### src/rtl/jtag_scan_sequencer.sv
// JTAG master sequencer: turns TAP-reset / IR-scan / DR-scan / idle-run commands into
// registered TMS/TDI streams, captures TDO during shift states and mirrors the TAP state.
module jtag_scan_sequencer #(
  parameter int unsigned MAX_LEN = 32,
  parameter int unsigned LEN_W   = 6
) (
  input  logic               clk,
  input  logic               TRST,
  input  logic               cmd_valid,
  output logic               cmd_ready,
  input  logic [1:0]         cmd_type,
  input  logic [LEN_W-1:0]   cmd_len,
  input  logic [MAX_LEN-1:0] cmd_data,
  output logic               tms,
  output logic               tdi,
  input  logic               tdo,
  output logic               rsp_valid,
  output logic [MAX_LEN-1:0] rsp_data,
  output logic               busy,
  output logic [3:0]         state_obs
);

  localparam int unsigned IdxW = (MAX_LEN > 1) ? $clog2(MAX_LEN) : 1;
  localparam logic [LEN_W-1:0] MaxLenW = LEN_W'(MAX_LEN);
  localparam logic [LEN_W-1:0] OneW    = LEN_W'(1);

  localparam logic [1:0] CmdReset = 2'b00;
  localparam logic [1:0] CmdIr    = 2'b01;
  localparam logic [1:0] CmdDr    = 2'b10;
  localparam logic [1:0] CmdRun   = 2'b11;

  typedef enum logic [3:0] {
    TapTlr     = 4'h0, TapRti     = 4'h1, TapSelDr   = 4'h2, TapCapDr   = 4'h3,
    TapShiftDr = 4'h4, TapExit1Dr = 4'h5, TapPauseDr = 4'h6, TapExit2Dr = 4'h7,
    TapUpdDr   = 4'h8, TapSelIr   = 4'h9, TapCapIr   = 4'hA, TapShiftIr = 4'hB,
    TapExit1Ir = 4'hC, TapPauseIr = 4'hD, TapExit2Ir = 4'hE, TapUpdIr   = 4'hF
  } tap_e;

  typedef enum logic [2:0] {
    StBoot, StIdle, StNavPre, StShift, StNavPost, StRun, StResp
  } st_e;

  function automatic tap_e tap_next(input tap_e s, input logic t);
    tap_e n;
    case (s)
      TapTlr:     n = t ? TapTlr     : TapRti;
      TapRti:     n = t ? TapSelDr   : TapRti;
      TapSelDr:   n = t ? TapSelIr   : TapCapDr;
      TapCapDr:   n = t ? TapExit1Dr : TapShiftDr;
      TapShiftDr: n = t ? TapExit1Dr : TapShiftDr;
      TapExit1Dr: n = t ? TapUpdDr   : TapPauseDr;
      TapPauseDr: n = t ? TapExit2Dr : TapPauseDr;
      TapExit2Dr: n = t ? TapUpdDr   : TapShiftDr;
      TapUpdDr:   n = t ? TapSelDr   : TapRti;
      TapSelIr:   n = t ? TapTlr     : TapCapIr;
      TapCapIr:   n = t ? TapExit1Ir : TapShiftIr;
      TapShiftIr: n = t ? TapExit1Ir : TapShiftIr;
      TapExit1Ir: n = t ? TapUpdIr   : TapPauseIr;
      TapPauseIr: n = t ? TapExit2Ir : TapPauseIr;
      TapExit2Ir: n = t ? TapUpdIr   : TapShiftIr;
      TapUpdIr:   n = t ? TapSelDr   : TapRti;
      default:    n = TapTlr;
    endcase
    return n;
  endfunction

  st_e                st_q, st_d;
  tap_e               tap_q;
  logic [2:0]         step_q, step_d;
  logic [LEN_W-1:0]   cnt_q, cnt_d;
  logic [LEN_W-1:0]   n_q, n_d, n_eff;
  logic [1:0]         typ_q, typ_d;
  logic [MAX_LEN-1:0] data_q, data_d;
  logic [MAX_LEN-1:0] rsp_data_q;
  logic               tms_q, tms_d;
  logic               tdi_q, tdi_d;
  logic               accept;
  logic [2:0]         pre_last;

  assign cmd_ready = (st_q == StIdle) && (tap_q == TapRti) && (st_q != StResp);
  assign accept    = cmd_valid && cmd_ready;
  assign rsp_valid = (st_q == StResp);
  assign busy      = (st_q != StIdle);
  assign tms       = tms_q;
  assign tdi       = tdi_q;
  assign rsp_data  = rsp_data_q;
  assign state_obs = tap_q;

  always_comb begin
    n_eff = cmd_len;
    if (cmd_len == '0) begin
      n_eff = OneW;
    end else if (cmd_len > MaxLenW) begin
      n_eff = MaxLenW;
    end
  end

  // Last index of the navigation prefix; a TAP reset lives entirely in the prefix.
  always_comb begin
    case (typ_q)
      CmdIr:   pre_last = 3'd3;
      CmdDr:   pre_last = 3'd2;
      default: pre_last = 3'd5;
    endcase
  end

  always_comb begin
    typ_d  = accept ? cmd_type : typ_q;
    n_d    = accept ? n_eff    : n_q;
    data_d = accept ? cmd_data : data_q;
    st_d   = st_q;
    step_d = step_q;
    cnt_d  = cnt_q;

    case (st_q)
      StBoot: begin
        // One tms=1 cycle is already on the pins from reset; next comes one tms=0 cycle.
        if (!tms_q) st_d = StIdle;
      end
      StIdle: begin
        if (accept) begin
          if (cmd_type == CmdRun) begin
            st_d  = StRun;
            cnt_d = '0;
          end else begin
            st_d   = StNavPre;
            step_d = '0;
          end
        end
      end
      StNavPre: begin
        if (step_q == pre_last) begin
          if (typ_q == CmdReset) begin
            st_d = StResp;
          end else begin
            st_d  = StShift;
            cnt_d = '0;
          end
        end else begin
          step_d = step_q + 3'd1;
        end
      end
      StShift: begin
        if (cnt_q == n_q - OneW) begin
          st_d   = StNavPost;
          step_d = '0;
        end else begin
          cnt_d = cnt_q + OneW;
        end
      end
      StNavPost: begin
        if (step_q != '0) st_d = StResp;
        else              step_d = 3'd1;
      end
      StRun: begin
        if (cnt_q == n_q - OneW) st_d = StResp;
        else                     cnt_d = cnt_q + OneW;
      end
      StResp:  st_d = StIdle;
      default: st_d = StBoot;
    endcase
  end

  // TMS/TDI for the cycle that the next phase describes.
  always_comb begin
    tms_d = 1'b0;
    tdi_d = 1'b0;
    case (st_d)
      StNavPre: begin
        case (typ_d)
          CmdIr:    tms_d = (step_d < 3'd2);
          CmdDr:    tms_d = (step_d == 3'd0);
          CmdReset: tms_d = (step_d < 3'd5);
          default:  tms_d = 1'b0;
        endcase
      end
      StShift: begin
        tms_d = (cnt_d == n_d - OneW);
        tdi_d = data_d[cnt_d[IdxW-1:0]];
      end
      StNavPost: tms_d = (step_d == 3'd0);
      default:   tms_d = 1'b0;
    endcase
  end

  always_ff @(posedge clk) begin
    if (TRST) begin
      st_q       <= StBoot;
      tap_q      <= TapTlr;
      step_q     <= '0;
      cnt_q      <= '0;
      n_q        <= OneW;
      typ_q      <= CmdReset;
      data_q     <= '0;
      rsp_data_q <= '0;
      tms_q      <= 1'b1;
      tdi_q      <= 1'b0;
    end else begin
      st_q   <= st_d;
      tap_q  <= tap_next(tap_q, tms_q);
      step_q <= step_d;
      cnt_q  <= cnt_d;
      n_q    <= n_d;
      typ_q  <= typ_d;
      data_q <= data_d;
      tms_q  <= tms_d;
      tdi_q  <= tdi_d;
      if (accept) begin
        rsp_data_q <= '0;
      end else if (st_q == StShift) begin
        rsp_data_q[cnt_q[IdxW-1:0]] <= tdo;
      end
    end
  end

endmodule

### config.mk
export PLATFORM = sky130hd
export DESIGN_NAME = jtag_scan_sequencer
export DESIGN_NICKNAME = d
export VERILOG_FILES = /design/src/rtl/jtag_scan_sequencer.sv
export SDC_FILE = /design/constraint.sdc
export NUM_CORES = 1
export LEC_CHECK = 0
export CAP_MARGIN = 20
export CELL_PAD_IN_SITES_DETAIL_PLACEMENT = 0
export CELL_PAD_IN_SITES_GLOBAL_PLACEMENT = 2
export CORE_MARGIN = 4
export CORE_UTILIZATION = 33
export DETAILED_ROUTE_END_ITERATION = 10
export PLACE_DENSITY = 0.87
export SLEW_MARGIN = 20
export SYNTH_ARGS = -nofsm -noshare
export SYNTH_HDL_FRONTEND = slang
export SYNTH_SLANG_ARGS = --single-unit
### constraint.sdc
create_clock -name clk -period 5.86 [get_ports clk]
set_input_delay 1.172 -clock clk [delete_from_list [all_inputs] [get_ports clk]]
set_output_delay 1.172 -clock clk [all_outputs]
set_load 0.1 [all_outputs]
Yosys cells after proc, flatten, opt, wreduce, memory -nomap -nowiden
Cells that the tools add are included.
Word-level totals
  memories: 0
  bits of input ports: 44
  memory bits (read-only): 0
  memory bits (writable): 0
  output and inout bits: 41
  flip-flop bits (word level): 90
  bits in latches: 0
  word-level logic and storage cells: 119
Cells by class
  bitwise logic cells: 1
  multiply operators: 0
  eq/ne operators: 34
  muxes and demuxes: 47
  $add $sub $neg: 4
  shift operators: 0
  $lt $le $gt $ge: 6
  div/mod/pow operators: 0
  reduce and logical (&&, ||, !) cells: 17
Operators with widths (number)
  6-bit 2-to-1 mux: 8
  4-bit case mux with 12 select lines: 1
  3-bit 2-to-1 mux: 15
  32-bit bitwise mux: 1
  4-bit equality test, second input constant: 8
  32-bit 2-to-1 mux: 1
  3-bit case mux with 7 select lines: 1
  6-bit case mux with 3 select lines: 1
  4-bit by 3-bit equality test with 1-bit output, second input constant: 4
  4-bit 2-to-1 mux: 4
  3-bit by 2-bit equality test with 1-bit output, second input constant: 4
  3-bit equality test, second input constant: 4
  6-bit equality test: 2
  5-bit by 6-bit less-than comparator with 1-bit output, second input constant: 2
  3-bit case mux with 4 select lines: 1
  6-bit by 1-bit subtractor with 6-bit output, second input constant: 2
  2-bit OR reduction: 5
  4-bit by 2-bit equality test with 1-bit output, second input constant: 2
  2-bit 2-to-1 mux: 4
  6-bit by 1-bit adder with 6-bit output, second input constant: 1
  2-bit equality test, second input constant: 3
  6-bit > comparator, second input constant: 1
  3-bit logical NOT: 2
  6-bit logical NOT: 1
  other kinds (21): 31

Logic depth before layout (Yosys ltp)
Gate-level depths: netlist of the first run.
  depth in word-level cells: 9
  gate-level depth with buffers: 13
  mapped depth without buffers: 11

Worst setup path after synthesis of the first run
Ideal clock, no wire load.
  path type: flip-flop to output port
  start: reg tap_q[0], in the netlist state_obs[0]
  end: out cmd_ready
  path buffers: 0
  setup slack: 2517 ps
  stages on the path, launching flop included: 3
  arrival time: 2171 ps
  data required time: 4688 ps
  path through: dfxtp_1 > nor4b_4 > and2_1
Between the ends
  word-level cells in the longest chain between the ends: 3
Ends and longest elaborated chain
  from (decl): line 68  | tap_e tap_q;
  from (signal assigned): line 189  | tap_q <= TapTlr;
  from (signal assigned): line 200  | tap_q <= tap_next(tap_q, tms_q);
  4-bit by 1-bit equality test with 1-bit output: line 80  | assign cmd_ready = (st_q == StIdle) && (tap_q == TapRti) && (st_q != StResp);
  1-bit logical AND (2 in a row): line 80
  to (decl): line 10  | output logic cmd_ready,
No other way between the ends.

Worst setup path in the final report of the first run
  start: in cmd_type[1]
  end: reg tdi_q, in the netlist tdi
Between the ends
  word-level cells in the longest chain between the ends: 7
  elaborated cells on any way between the ends: 12
  classes of those cells: eq/ne: 2; mux: 8; bitwise: 1; reduce/logical: 1
Ends and longest elaborated chain
  from (decl): line 11  | input logic [1:0] cmd_type,
  2-bit equality test *: line 122  | if (cmd_type == CmdRun) begin
  parallel branches: the longest is 6 deep, another holds 6-bit 2-to-1 mux
  to (signal assigned): line 207  | tdi_q <= tdi_d;
  to (decl): line 76  | logic tdi_q, tdi_d;
Every way passes the cells marked *. The select of a mux whose other input is x is not followed.
A chain may end at the register's enable or synchronous reset.

==> summary.txt, run 1 <==
Worst setup path
  • Worst reg2reg path depth: 9
  • Startpoint types: input pin
  • Beginning of the worst register-to-register path: cnt_q[0]
  • Reg2reg setup slack: ~2.1 ns
  • WP data required: approximately 6 ns
  • Crit Path Max Fanout: 17
  • CP endpoint kind: flip-flop
  • CP Class: in -> reg
  • Reg2reg end: tdi
  • Critical Path AT: 4.15 ns

Clock tree
  • Clock Path Buffers: 2
  • CTS tree: yes
  • CTS Root Cell: clkbuf_16
  • Worst-skew pair later-pin latency: about 0.35 ns
  • Setup bufs post-CTS: 0
  • H-tree depth: 3
  • Clock Pin Slew Worst Setup and Hold Paths: 0.07 ns
  • Clock sink total: 90
  • PostCTS Resize Cnt: 0
  • Hold buffers post-CTS: 0
  • CTS Buf Count: 9

Logic synthesis
  • Primary FF master, synth: dfxtp_1
  • Seq/Total Area, Yosys: 34.6%
  • Compound-Gate Fraction of Synth Area: between 20% and 30%
  • Syn_area_per_cell: roughly 7.6 um^2
  • Gate Count Post-Synth: 684
  • Synth unique cells: 70
  • Syn Nets: 738
  • Largest family of logic cells by synthesized area: compound AO/OA/AOI/OAI gates
  • Top cells by area, synth: dfxtp_1, nand2_1, a21oi_1, nor2_1, o21ai_0
  • Post-Synth Simple-Gate Area: roughly a quarter
  • #FFs+latches synth: 90
  • Synth warn: 0
  • Mapped cell area: approximately 5200 um^2
  • Adder-cell share of the synthesized area: under 10%
  • Largest area contributor in the netlist: dfxtp_1
  • Synth Area in XOR/XNOR: under 10%
  • EDFF count, synth: 0
  • Synth top area share: 34.6%
  • Mux cell area share after synthesis: 2.57%
  • Asr flop ratio synth: 0%

GRT
  • Wire length of the first global-routing pass: approximately 25 mm
  • Largest net degree at the start of global routing: 61
  • Initial antenna violation count: 0
  • Overflow left after global routing: 0
  • Vias in the first global route: around 4900
  • GRT Overall Usage: ~17%

Route
  • Via count: 5229
  • First-pass DRT Iterations: 5
  • Final ANT Viol Nets: 0
  • Final wirelength: roughly 15 mm
  • Wire per inst: 16.2 um
  • DRC Markers: 0
  • Via/cell ratio: between 5 and 6
  • Initial drt markers: 372

Timing
  • Post-layout min period: a little under 4 ns
  • Final Hold Viols: 0
  • RSZ-0062 raised after global routing: false
  • Slew Limit Headroom: between 30% and 40%
  • Worst slew pin tran: 0.995 ns
  • Setup_tns: 0 ns
  • Max-slew violations: 0
  • FMAX: 255 MHz
  • Final Cycle Share: between 60 and 70%
  • Endpoints failing setup: 0
  • Worst Clk Skew: between 0.006 and 0.007 ns

Die
  • Row cnt: 45
  • Die area: approximately 18000 um^2
  • Die X: between 100 and 150 um
  • Die Y: about 130 um
  • Top Ports: 85
  • Area of the core: about 15000 um^2
  • Starting density of the core: between 30% and 40%

Cells and area
  • Fin nets: 792
  • Area delta synth->final: 23.1%
  • Post-route cell area: 6410 um^2
  • Ant diodes: 0
  • Fraction of layout cells with a size suffix above 1: 4.58%

Placement
  • Gpl congestion: around 0.86
  • DP Area: a little over 6000 um^2
  • I/O Buffers: 84
  • DP HPWL: 10.9 mm

Run
  • Max Cap Violations: 0

Power and ir drop
  • Leakage power: roughly 2.1 nW
  • PD cells: between 300 and 400 nW/um^2
  • Max VDD drop: 154 uV

Worst hold path
  • Min-delay src: rsp_data[7]
  • End of the worst hold path: rsp_data[7]
  • HP Class: reg -> reg
  • Hold path depth: 2

Run status
  • Outcome: complete, no violations
-- synthesized netlist by cell type (all sizes together), types with 7 or more instances --
master    n
nor3     15
a221oi   14
and3     12
o21ai    38
buf      15
nand3    21
a22oi    14
nor2     53
ha       10
nand2b    7
xnor2    14
inv      17
a211oi   10
o211ai    8
dfxtp    90
clkbuf   29
nor3b    10
mux2i    11
nand2   127
a21oi    87
-- critical path, cell delays in order --
cell and delay (ns):
clkdlybuf4s50_1 0.51, and2_1 0.13, a41o_1 0.22, a211oi_2 0.15
a22oi_2 0.79, nand2_4 0.13, a2111oi_0 0.58, nor4_1 0.12
a211oi_2 0.23, o22ai_1 0.10
-- worst max-delay path by stage --
stage                           end  slack (ns)  cells past startpoint          from
final                           tdi        1.94                     10   cmd_type[1]
after floorplan           cmd_ready        2.52                      2  state_obs[0]
after detailed placement        tdi        1.65                     10   cmd_type[1]
after global placement          tdi        1.86                     10   cmd_type[0]
after global routing      cmd_ready        1.74                      3       st_q[0]
after CTS                 cmd_ready        1.93                      3       st_q[0]
-- metal layers --
| metal | vias up | global-route usage (%) | wire length, um |
|---|---|---|---|
| met1 | 2456 | 23.2 | 7290 |
| met2 | 168 | 27.1 | 6990 |
| met5 | - | 0 | 0 |
| met3 | 35 | 2.91 | 733 |
| li1 | 2570 | - | - |
| met4 | 0 | 7.26 | 413 |
-- logic make-up after synthesis --
| kind of cell | after synthesis |
|---|---|
| adder cells (fa/ha/maj) | 10 |
| AO/OA/AOI/OAI | 219 |
| buffers and inverters | 62 |
| multiplexers | 12 |
| XOR/XNOR | 17 |
| flip-flops | 90 |
| AND/OR/NAND/NOR | 274 |
-- through the flow --
stage	utilization (%)	worst slack [ns]	power, mW	cells	hold WS (ns)
floorplan	-	2.52	1.22	684	0.436
global placement	40.0	1.86	1.38	938	0.441
detailed placement	40.0	1.65	1.38	938	0.453
CTS	41.9	1.93	1.97	953	0.462
global route	41.9	1.74	2.06	953	0.476
finish	41.9	1.94	1.96	953	0.458
-- area by class of cell --
class,count,area (um^2)
clock inverter,4,52.6
sequential,90,1800
clock buffer,11,233
multi-input combinational,532,3140
tap,211,264
fill,1610,8900
inverter,18,67.6
timing repair buffer,87,853
-- state kept, by name, summed over array words and instances, names as in the netlist --
| register | count |
|---|---|
| data_q | 32 |
| cnt_q | 6 |
| step_q | 3 |
| rsp_data | 32 |
| n_q | 6 |
| tms | 1 |
| tdi | 1 |
| state_obs | 4 |
| st_q | 3 |
| typ_q | 2 |
-- power by group --
group          leakage, nW  internal [mW]  switching (mW)
Clock                0.140          0.330           0.250
Sequential           0.726          0.649          0.0864
Combinational         1.22          0.217           0.423
-- cell usage in the layout (no fill, tap or decap), types with 13 or more instances in the layout --
cell type	n
o21ai_0	36
nor2_1	53
nand2_1	126
inv_1	17
a21oi_1	86
a221oi_1	14
xnor2_1	14
nand3_1	21
clkdlybuf4s50_1	82
dfxtp_1	90
a22oi_1	13
nor3_1	15
No activity file was read; power rests on OpenSTA's default activity.
==> run 2, diff against run 1 <==
--- a/config.mk
+++ b/config.mk
@@ -9,9 +9,9 @@
 export CELL_PAD_IN_SITES_DETAIL_PLACEMENT = 0
 export CELL_PAD_IN_SITES_GLOBAL_PLACEMENT = 2
 export CORE_MARGIN = 4
-export CORE_UTILIZATION = 33
+export CORE_UTILIZATION = 31
 export DETAILED_ROUTE_END_ITERATION = 10
-export PLACE_DENSITY = 0.87
+export PLACE_DENSITY = 0.82
 export SLEW_MARGIN = 20
 export SYNTH_ARGS = -nofsm -noshare
 export SYNTH_HDL_FRONTEND = slang
==> constraint.sdc (replaced) <==
create_clock -name clk -period 3.92 [get_ports clk]
set_input_delay 0.784 -clock clk [delete_from_list [all_inputs] [get_ports clk]]
set_output_delay 0.784 -clock clk [all_outputs]
set_load 0.1 [all_outputs]
==> run 2 against run 1 <==
  * Sequential cell count did not move
  * Highest routed layer unchanged
  * Non-clock buffer count rose by 12
  * Register-to-register slack got worse by 1.6 ns
  * Setup slack got worse by 1.5 ns
  * Critical path type is now reg -> reg
==> summary.txt, run 2 (synthesized netlist as in run 1, its figures left out) <==
Clock tree
  • CTS tree: yes
  • H-tree depth: 3
  • Clock Path Buffers: 2
  • CTS Root Cell: clkbuf_16
  • Worst-skew pair later-pin latency: roughly 0.35 ns
  • Hold buffers post-CTS: 0
  • CTS Buf Count: 9
  • Setup bufs post-CTS: 0
  • PostCTS Resize Cnt: 0
  • Clock Pin Slew Worst Setup and Hold Paths: about 0.060 ns
  • Clock sink total: 90

Worst setup path
  • CP Class: reg -> reg
  • Critical Path AT: roughly 3.7 ns
  • CP endpoint kind: flip-flop
  • WP data required: 4.15 ns
  • Crit Path Max Fanout: 11
  • CP Cell Sequence: inv_1 > ha_1 > or3b_1 > a211oi_1 > o211a_1 > mux2i_4 > nand2_4 > a2111oi_1 > nor4_1 > a211oi_2 > o22ai_1
  • Startpoint types: flip-flop
  • Crit-path slowest cell: mux2i_4
  • CP max stage delay: about 0.49 ns

Cells and area
  • Fin nets: between 800 and 900
  • Area delta synth->final: 25.4%
  • Most common cell after layout, fill and taps aside: nand2_1
  • Commonest cells after routing, fill and taps aside: nand2_1, dfxtp_1, a21oi_1
  • Fraction of layout cells with a size suffix above 1: between 6 and 7%
  • Ant diodes: 0
  • Fin cells: about 980

Timing
  • Worst Clk Skew: roughly 0.0051 ns
  • Post-layout min period: around 3.4 ns
  • Worst slew pin tran: 1.01 ns
  • Slew Limit Headroom: between 30 and 40%
  • FMAX: between 200 and 300 MHz
  • Endpoints failing setup: 0
  • Max-slew violations: 0
  • Final Hold Viols: 0
  • Setup_tns: 0 ns
  • Final Cycle Share: 88.0%
  • RSZ-0062 raised after global routing: false

Run
  • Max Cap Violations: 0

Die
  • Die Y: 138 um
  • Area of the core: ~17000 um^2
  • Row cnt: 47
  • Starting density of the core: 31.5%
  • Top Ports: 85
  • Die area: around 19000 um^2
  • Die X: approximately 140 um

GRT
  • Overflow left after global routing: 0
  • Initial antenna violation count: 0
  • Vias in the first global route: 5097
  • GRT Overall Usage: between 10% and 20%
  • Wire length of the first global-routing pass: between 20 and 30 mm
  • Largest net degree at the start of global routing: 41

Route
  • First-pass DRT Iterations: 5
  • Final ANT Viol Nets: 0
  • Final wirelength: approximately 15 mm
  • Initial drt markers: roughly 250
  • DRC Markers: 0
  • Via/cell ratio: roughly 5.3
  • Wire per inst: around 16 um
  • Via count: roughly 5200

Power and ir drop
  • Leakage power: 2.16 nW
  • Max VDD drop: ~230 uV
  • PD cells: about 460 nW/um^2
  • Total Power: 2.99 mW

Placement
  • DP HPWL: around 11 mm
  • Gpl congestion: 0.847
  • DP Cell Count: 959
  • I/O Buffers: 84

Worst hold path
  • HP Class: reg -> reg

Run status
  • Outcome: complete, no violations
run 2: cell types whose count changed in the layout (fill, tap and decap cells not counted):
cell	change
clkdlybuf4s50_1	-2
bufinv_16	+1
nand2b_1	+1
nand2b_2	-1
clkinv_2	+1
buf_4	+14
inv_6	-1
run 2: path summary, 6_finish.rpt:
| check | end | from | slack [ns] | depth (start not counted) |
|---|---|---|---|---|
| setup / recovery | tdi | n_q[0] | 0.47 | 11 |
| hold / removal | rsp_data[6] | rsp_data[6] | 0.45 | 2 |
| setup reg to reg | tdi | n_q[0] | 0.47 | 11 |
| hold reg to reg | rsp_data[6] | rsp_data[6] | 0.45 | 2 |
run 2: layer usage:
layer / vias up / track usage [%] / wire length, um
met4: 0 / 5.60 / 299
met1: 2458 / 21.0 / 6830
met3: 21 / 3.51 / 767
met5: - / 0 / 0
li1: 2593 / - / -
met2: 138 / 28.6 / 7460
run 2: layout make-up:
class | count | area [um^2]
fill | 1664 | 9990
multi-input combinational | 532 | 3140
sequential | 90 | 1800
timing repair buffer | 99 | 938
tap | 220 | 275
clock buffer | 11 | 233
clock inverter | 5 | 78.8
inverter | 18 | 67.6
run 2: worst max-delay path: cells and delay by family (launching register included):
family,cells,cell delay [ns]
compound gates,5,1.60
fa+ha+maj,1,0.22
buf+inv,1,0.08
flops,1,0.33
mux,1,0.49
simple gates,3,0.60
run 2: stage by stage:
stage / setup slack (ns) / util (%) / cell area [um^2] / hold WS (ns)
after floorplan: 0.701 / - / 5210 / 0.436
after CTS: 0.473 / 39.6 / 6540 / 0.458
after detailed placement: 0.312 / 37.7 / 6230 / 0.449
final: 0.471 / 39.5 / 6530 / 0.453
after global placement: 0.424 / 37.7 / 6230 / 0.443
after global routing: 0.182 / 39.5 / 6530 / 0.484
run 2: report_power, final:
part           internal [mW]  total (mW)  switching [mW]
combinational          0.346       0.997           0.650
clock                  0.558       0.916           0.359
sequential             0.971        1.08           0.107
total                   1.88        2.99            1.12
==> run 3, diff against run 2 <==
--- a/config.mk
+++ b/config.mk
@@ -10,9 +10,11 @@
 export CELL_PAD_IN_SITES_GLOBAL_PLACEMENT = 2
 export CORE_MARGIN = 4
 export CORE_UTILIZATION = 31
+export CTS_CLUSTER_SIZE = 14
 export DETAILED_ROUTE_END_ITERATION = 10
 export PLACE_DENSITY = 0.82
 export SLEW_MARGIN = 20
 export SYNTH_ARGS = -nofsm -noshare
 export SYNTH_HDL_FRONTEND = slang
 export SYNTH_SLANG_ARGS = --single-unit
+export TNS_END_PERCENT = 10
==> results of run 3 <==
The final DEF is identical to that of run 2; final timing and power are the same.
==> variant 1 (flow settings as in run 2) <==
The 7 values of `st_e` get a one-hot encoding in 7 bits.
--- a/src/rtl/jtag_scan_sequencer.sv
+++ b/src/rtl/jtag_scan_sequencer.sv
@@ -37,6 +37,6 @@
   } tap_e;
 
-  typedef enum logic [2:0] {
-    StBoot, StIdle, StNavPre, StShift, StNavPost, StRun, StResp
+  typedef enum logic [6:0] {
+    StBoot = 7'b0000001, StIdle = 7'b0000010, StNavPre = 7'b0000100, StShift = 7'b0001000, StNavPost = 7'b0010000, StRun = 7'b0100000, StResp = 7'b1000000
   } st_e;
 
Behaviour: same outputs for any inputs over 10 cycles, from zero or initial values and one cycle with TRST high; not proved beyond that.
==> variant 1 against run 2 <==
Critical path type unchanged. Synthesized area up 11%. First-iteration DRC count grew 80%. Setup slack worse by 0.20 ns. Routed wire length up 24%. Highest routed layer unchanged. Cell area increased by 9.7%. Sequential cell count rose by 4.
Power is not compared: it rests on default switching activity, and its combinational part moved more than twofold at a synthesized area within 25%.
==> variant 1: results (changes against run 2) <==
Parameter                              Value

Synthesis
  Xor-xnor portion of the synthesized cell area    2.43% (-0.69 points)
  Cell variety after synth    72 (+2.9%)
  Fraction of the mapped netlist area in compound gates    26.6% (-0.83 points)
  Syn nets    824 (+12%)
  Synth cell count leaders    sky130_fd_sc_hd__nand2_1 (110), sky130_fd_sc_hd__a21oi_1 (96), sky130_fd_sc_hd__dfxtp_1 (94)
  Asr flop ratio synth    0% (unchanged)
  Synthesized-area fraction occupied by adder cells    2.17% (-0.23 points)
  Sequential area share after synthesis    32.7% (-1.9 points)
  Post-synthesis mux area share    3.91% (+1.3 points)

Route
  Pre-Repair DR Iteration Count    6 (+1)
  Via density    5.60 (+4.7%)
  Routed met2 length    8930 um (+20%)
  Iter 0 DRT Violations    456 (+80%)
  Met1 routed wirelength after detailed routing    8500 um (+24%)
  Average routed wire per standard cell    17.7 um (+12%)
  Routed length on met3    1220 um (+59%)

Placed design
  Routability-driven placement congestion ratio    0.902 (+6.5%)
  Post-DP HPWL    14,000 um (+24%)
  Placed standard-cell area    6860 um2 (+10%)
  Pre-CTS worst setup slack    0.236 ns (-0.0757 ns)

Global routing
  Vias in the first global route    5,937 (+16%)
  M2 GR Usage    30.5% (+1.9 points)
  Maximum number of pins on one net before global-route repair    35 (-15%)
  Wire length of the first global-routing pass    30,900 um (+21%)
  Met3 Usage GRT    3.64% (+0.13 points)
  Global router's overall resource usage    18.6% (+1.8 points)

Setup path
  Top fanout value on the critical path    8 (-3)
  Arrival time reported for the critical path endpoint    3.89 ns (+0.21 ns)
  Critical path's slowest cell    sky130_fd_sc_hd__a211oi_1

Layout
  Fraction of layout cells with a size suffix above 1    8.87% (+2.5 points)
  Net count reported at finish    895 (+11%)
  Post-Layout Cell Count    1,075 (+10%)

Status
  Result of the run    finished clean

Timing
  Worst Clk Skew    0.00722 ns (+0.00213 ns)
## variant 1: cell count changes after synthesis, moves of 9 or more
cell	change
sky130_fd_sc_hd__a221oi_1	-11
sky130_fd_sc_hd__nand3_1	+34
sky130_fd_sc_hd__clkbuf_1	+9
sky130_fd_sc_hd__nor2_1	+19
sky130_fd_sc_hd__a21oi_1	+10
sky130_fd_sc_hd__nand2_1	-16
## variant 1: stage by stage
step | total power [uW] | utilization, % | hold slack [ns]
detailed placement | 1240 | 37.8 | 0.444
floorplan | 1140 | - | 0.427
CTS | 2190 | 39.5 | 0.454
finish | 2160 | 39.5 | 0.452
global route | 2250 | 39.5 | 0.476
global placement | 1240 | 37.8 | 0.439
## variant 1: final timing paths
check	startpoint	end	slack, ns	cells past startpoint
max	typ_q[1]	tdi	0.27	14
min	data_q[7]	data_q[7]	0.45	2
max reg2reg	typ_q[1]	tdi	0.27	14
min reg2reg	data_q[7]	data_q[7]	0.45	2
## variant 1: area by class of cell
class                      count  area [um2]
clock buffer                   9         225
clock inverter                 7        88.8
fill                        1879       11000
inverter                      21        78.8
multi-input combinational    599        3540
sequential                    94        1880
tap                          229         287
timing repair buffer         116        1060
## variant 1: power by group through the flow
stage               Combinational, uW  Clock, uW  Sequential [uW]
floorplan                         110          0             1030
global placement                  232          0             1000
detailed placement                235          0             1000
CTS                               236        968              982
global route                      253       1010              984
finish                            235        943              982
## variant 1: cells by family after synthesis
| group | count (synthesis) |
|---|---|
| AO/OA/AOI/OAI | 235 |
| XOR/XNOR | 16 |
| buffers and inverters | 77 |
| multiplexers | 22 |
| adder cells (fa/ha/maj) | 10 |
| AND/OR/NAND/NOR | 316 |
| flip-flops | 94 |
==> variant 2 (settings of run 2) <==
Made on the original files. `MAX_LEN`: 32 -> 64.
--- a/src/rtl/jtag_scan_sequencer.sv
+++ b/src/rtl/jtag_scan_sequencer.sv
@@ -2,5 +2,5 @@
 // registered TMS/TDI streams, captures TDO during shift states and mirrors the TAP state.
 module jtag_scan_sequencer #(
-  parameter int unsigned MAX_LEN = 32,
+  parameter int unsigned MAX_LEN = 64,
   parameter int unsigned LEN_W   = 6
 ) (
Ports: changed (resized cmd_data and rsp_data); port bits go from 85 to 149. The function was not compared with the original's and may differ.
==> variant 2 against run 2 <==
Clock skew up 0.013 ns. Power up 28%. Cell area up 60%. Sequential cell count up 64. Routed wire length up 54%. Worst hold slack better by 0.0024 ns. Non-clock buffer count up 78. First-iteration DRC count up 120%. Synthesized area up 52%. Global-route usage down 0.27 points. Setup slack worse by 0.18 ns. Utilization up 1.9 points. Clock power up 94%. Critical endpoint unchanged. Highest routed layer unchanged.
==> variant 2: results (changes against run 2) <==
Parameter                              Value

Global routing
  Global router's overall resource usage    16.5% (-0.27 points)
  Met1 demand-to-capacity share in global routing    22.4% (+1.4 points)
  Vias in the first global route    7,157 (+40%)
  Wire length of the first global-routing pass    38,400 um (+50%)
  M2 GR Usage    27.2% (-1.4 points)
  Met3 Usage GRT    3.15% (-0.36 points)
  Maximum number of pins on one net before global-route repair    81 (+98%)

Route
  DR vias    7,634 (+47%)
  Average routed wire per standard cell    15.6 um (-1.1%)
  Met1 routed wirelength after detailed routing    11,400 um (+66%)
  Via density    5.02 (-6.1%)
  Iter 0 DRT Violations    551 (+120%)

Layout
  Register cell area after layout    3090 um2 (+71%)
  Filler cell count    2,605 (+57%)
  Fraction of layout cells with a size suffix above 1    8.22% (+1.9 points)
  Signal buf overhead    16.7% (+2.4 points)
  Non-clock buffer total of the final layout    177 (+79%)
  Count of non-CTS inverters in the layout    17 (-1)
  Sequential cells    154 (+71%)
  Number of multi-input logic gates    812 (+53%)
  Net count reported at finish    1,262 (+57%)
  Clock network contribution to total cell area    6.07% (+1.3 points)
  Multi-input logic portion of the cell area    43.1% (-5.0 points)

Setup path
  Crit-path max cell delay    0.53 ns (+0.04 ns)
  Critical path's slowest cell    sky130_fd_sc_hd__o32ai_4
  Top fanout value on the critical path    43 (+32)
  Arrival time reported for the critical path endpoint    3.97 ns (+0.29 ns)
  Reg2reg path depth    14 (+3)

Timing
  Worst Clk Skew    0.0176 ns (+0.0125 ns)
  Measured slew at the worst slew-check pin    1.09 ns (+0.0806 ns)

Clock tree
  Number of clock buffers inserted by TritonCTS    17 (+8)
  H-tree depth    4 (+1)
  Clk_lat worst skew    0.43 ns (+0.08 ns)

Placed design
  PortBufs    148 (+76%)
  Pre-CTS worst setup slack    0.176 ns (-0.136 ns)
  Routability-driven placement congestion ratio    0.815 (-3.8%)
  Post-DP HPWL    16,400 um (+45%)

Power and ir drop
  Proportion of power drawn by the clock network    46.5% (+16 points)
  Logic power comb    418 uW (-58%)
  Leakage Power    0.00340 uW (+57%)
  Worst ir drop on vdd    0.000228 V (+0.41%)

Synthesis
  Sequential area share after synthesis    38.8% (+4.3 points)
  Synth cell count leaders    sky130_fd_sc_hd__nand2_1 (253), sky130_fd_sc_hd__a21oi_1 (163), sky130_fd_sc_hd__dfxtp_1 (154)

Status
  Result of the run    finished clean

Min path
  Hold Crit Class    reg2reg
-- variant 2: cell families (layout without fill, tap and decap cells) --
kind of cell             after synthesis  count (layout)  synth area share, %
AND/OR/NAND/NOR                      452             452                 25.2
AO/OA/AOI/OAI                        291             291                 21.8
flip-flops                           154             154                 38.8
buffers and inverters                 97             226                 4.87
multiplexers                          48              48                 6.70
XOR/XNOR                              14              14                 1.54
adder cells (fa/ha/maj)                7               7                 1.10
-- variant 2: per-stage QoR --
step	cell area, um2	power, uW	instances	hold WS, ns
floorplan	7940	1910	1063	0.436
global placement	9800	2080	1490	0.443
detailed placement	9800	2080	1490	0.448
CTS	10400	3870	1522	0.458
global route	10400	3980	1522	0.468
finish	10400	3820	1522	0.455
-- variant 2: path summary, 6_finish.rpt --
check	from	to	slack (ns)
max	n_q[1]	tdi	0.29
min	data_q[55]	data_q[55]	0.46
max reg2reg	n_q[1]	tdi	0.29
min reg2reg	data_q[55]	data_q[55]	0.46
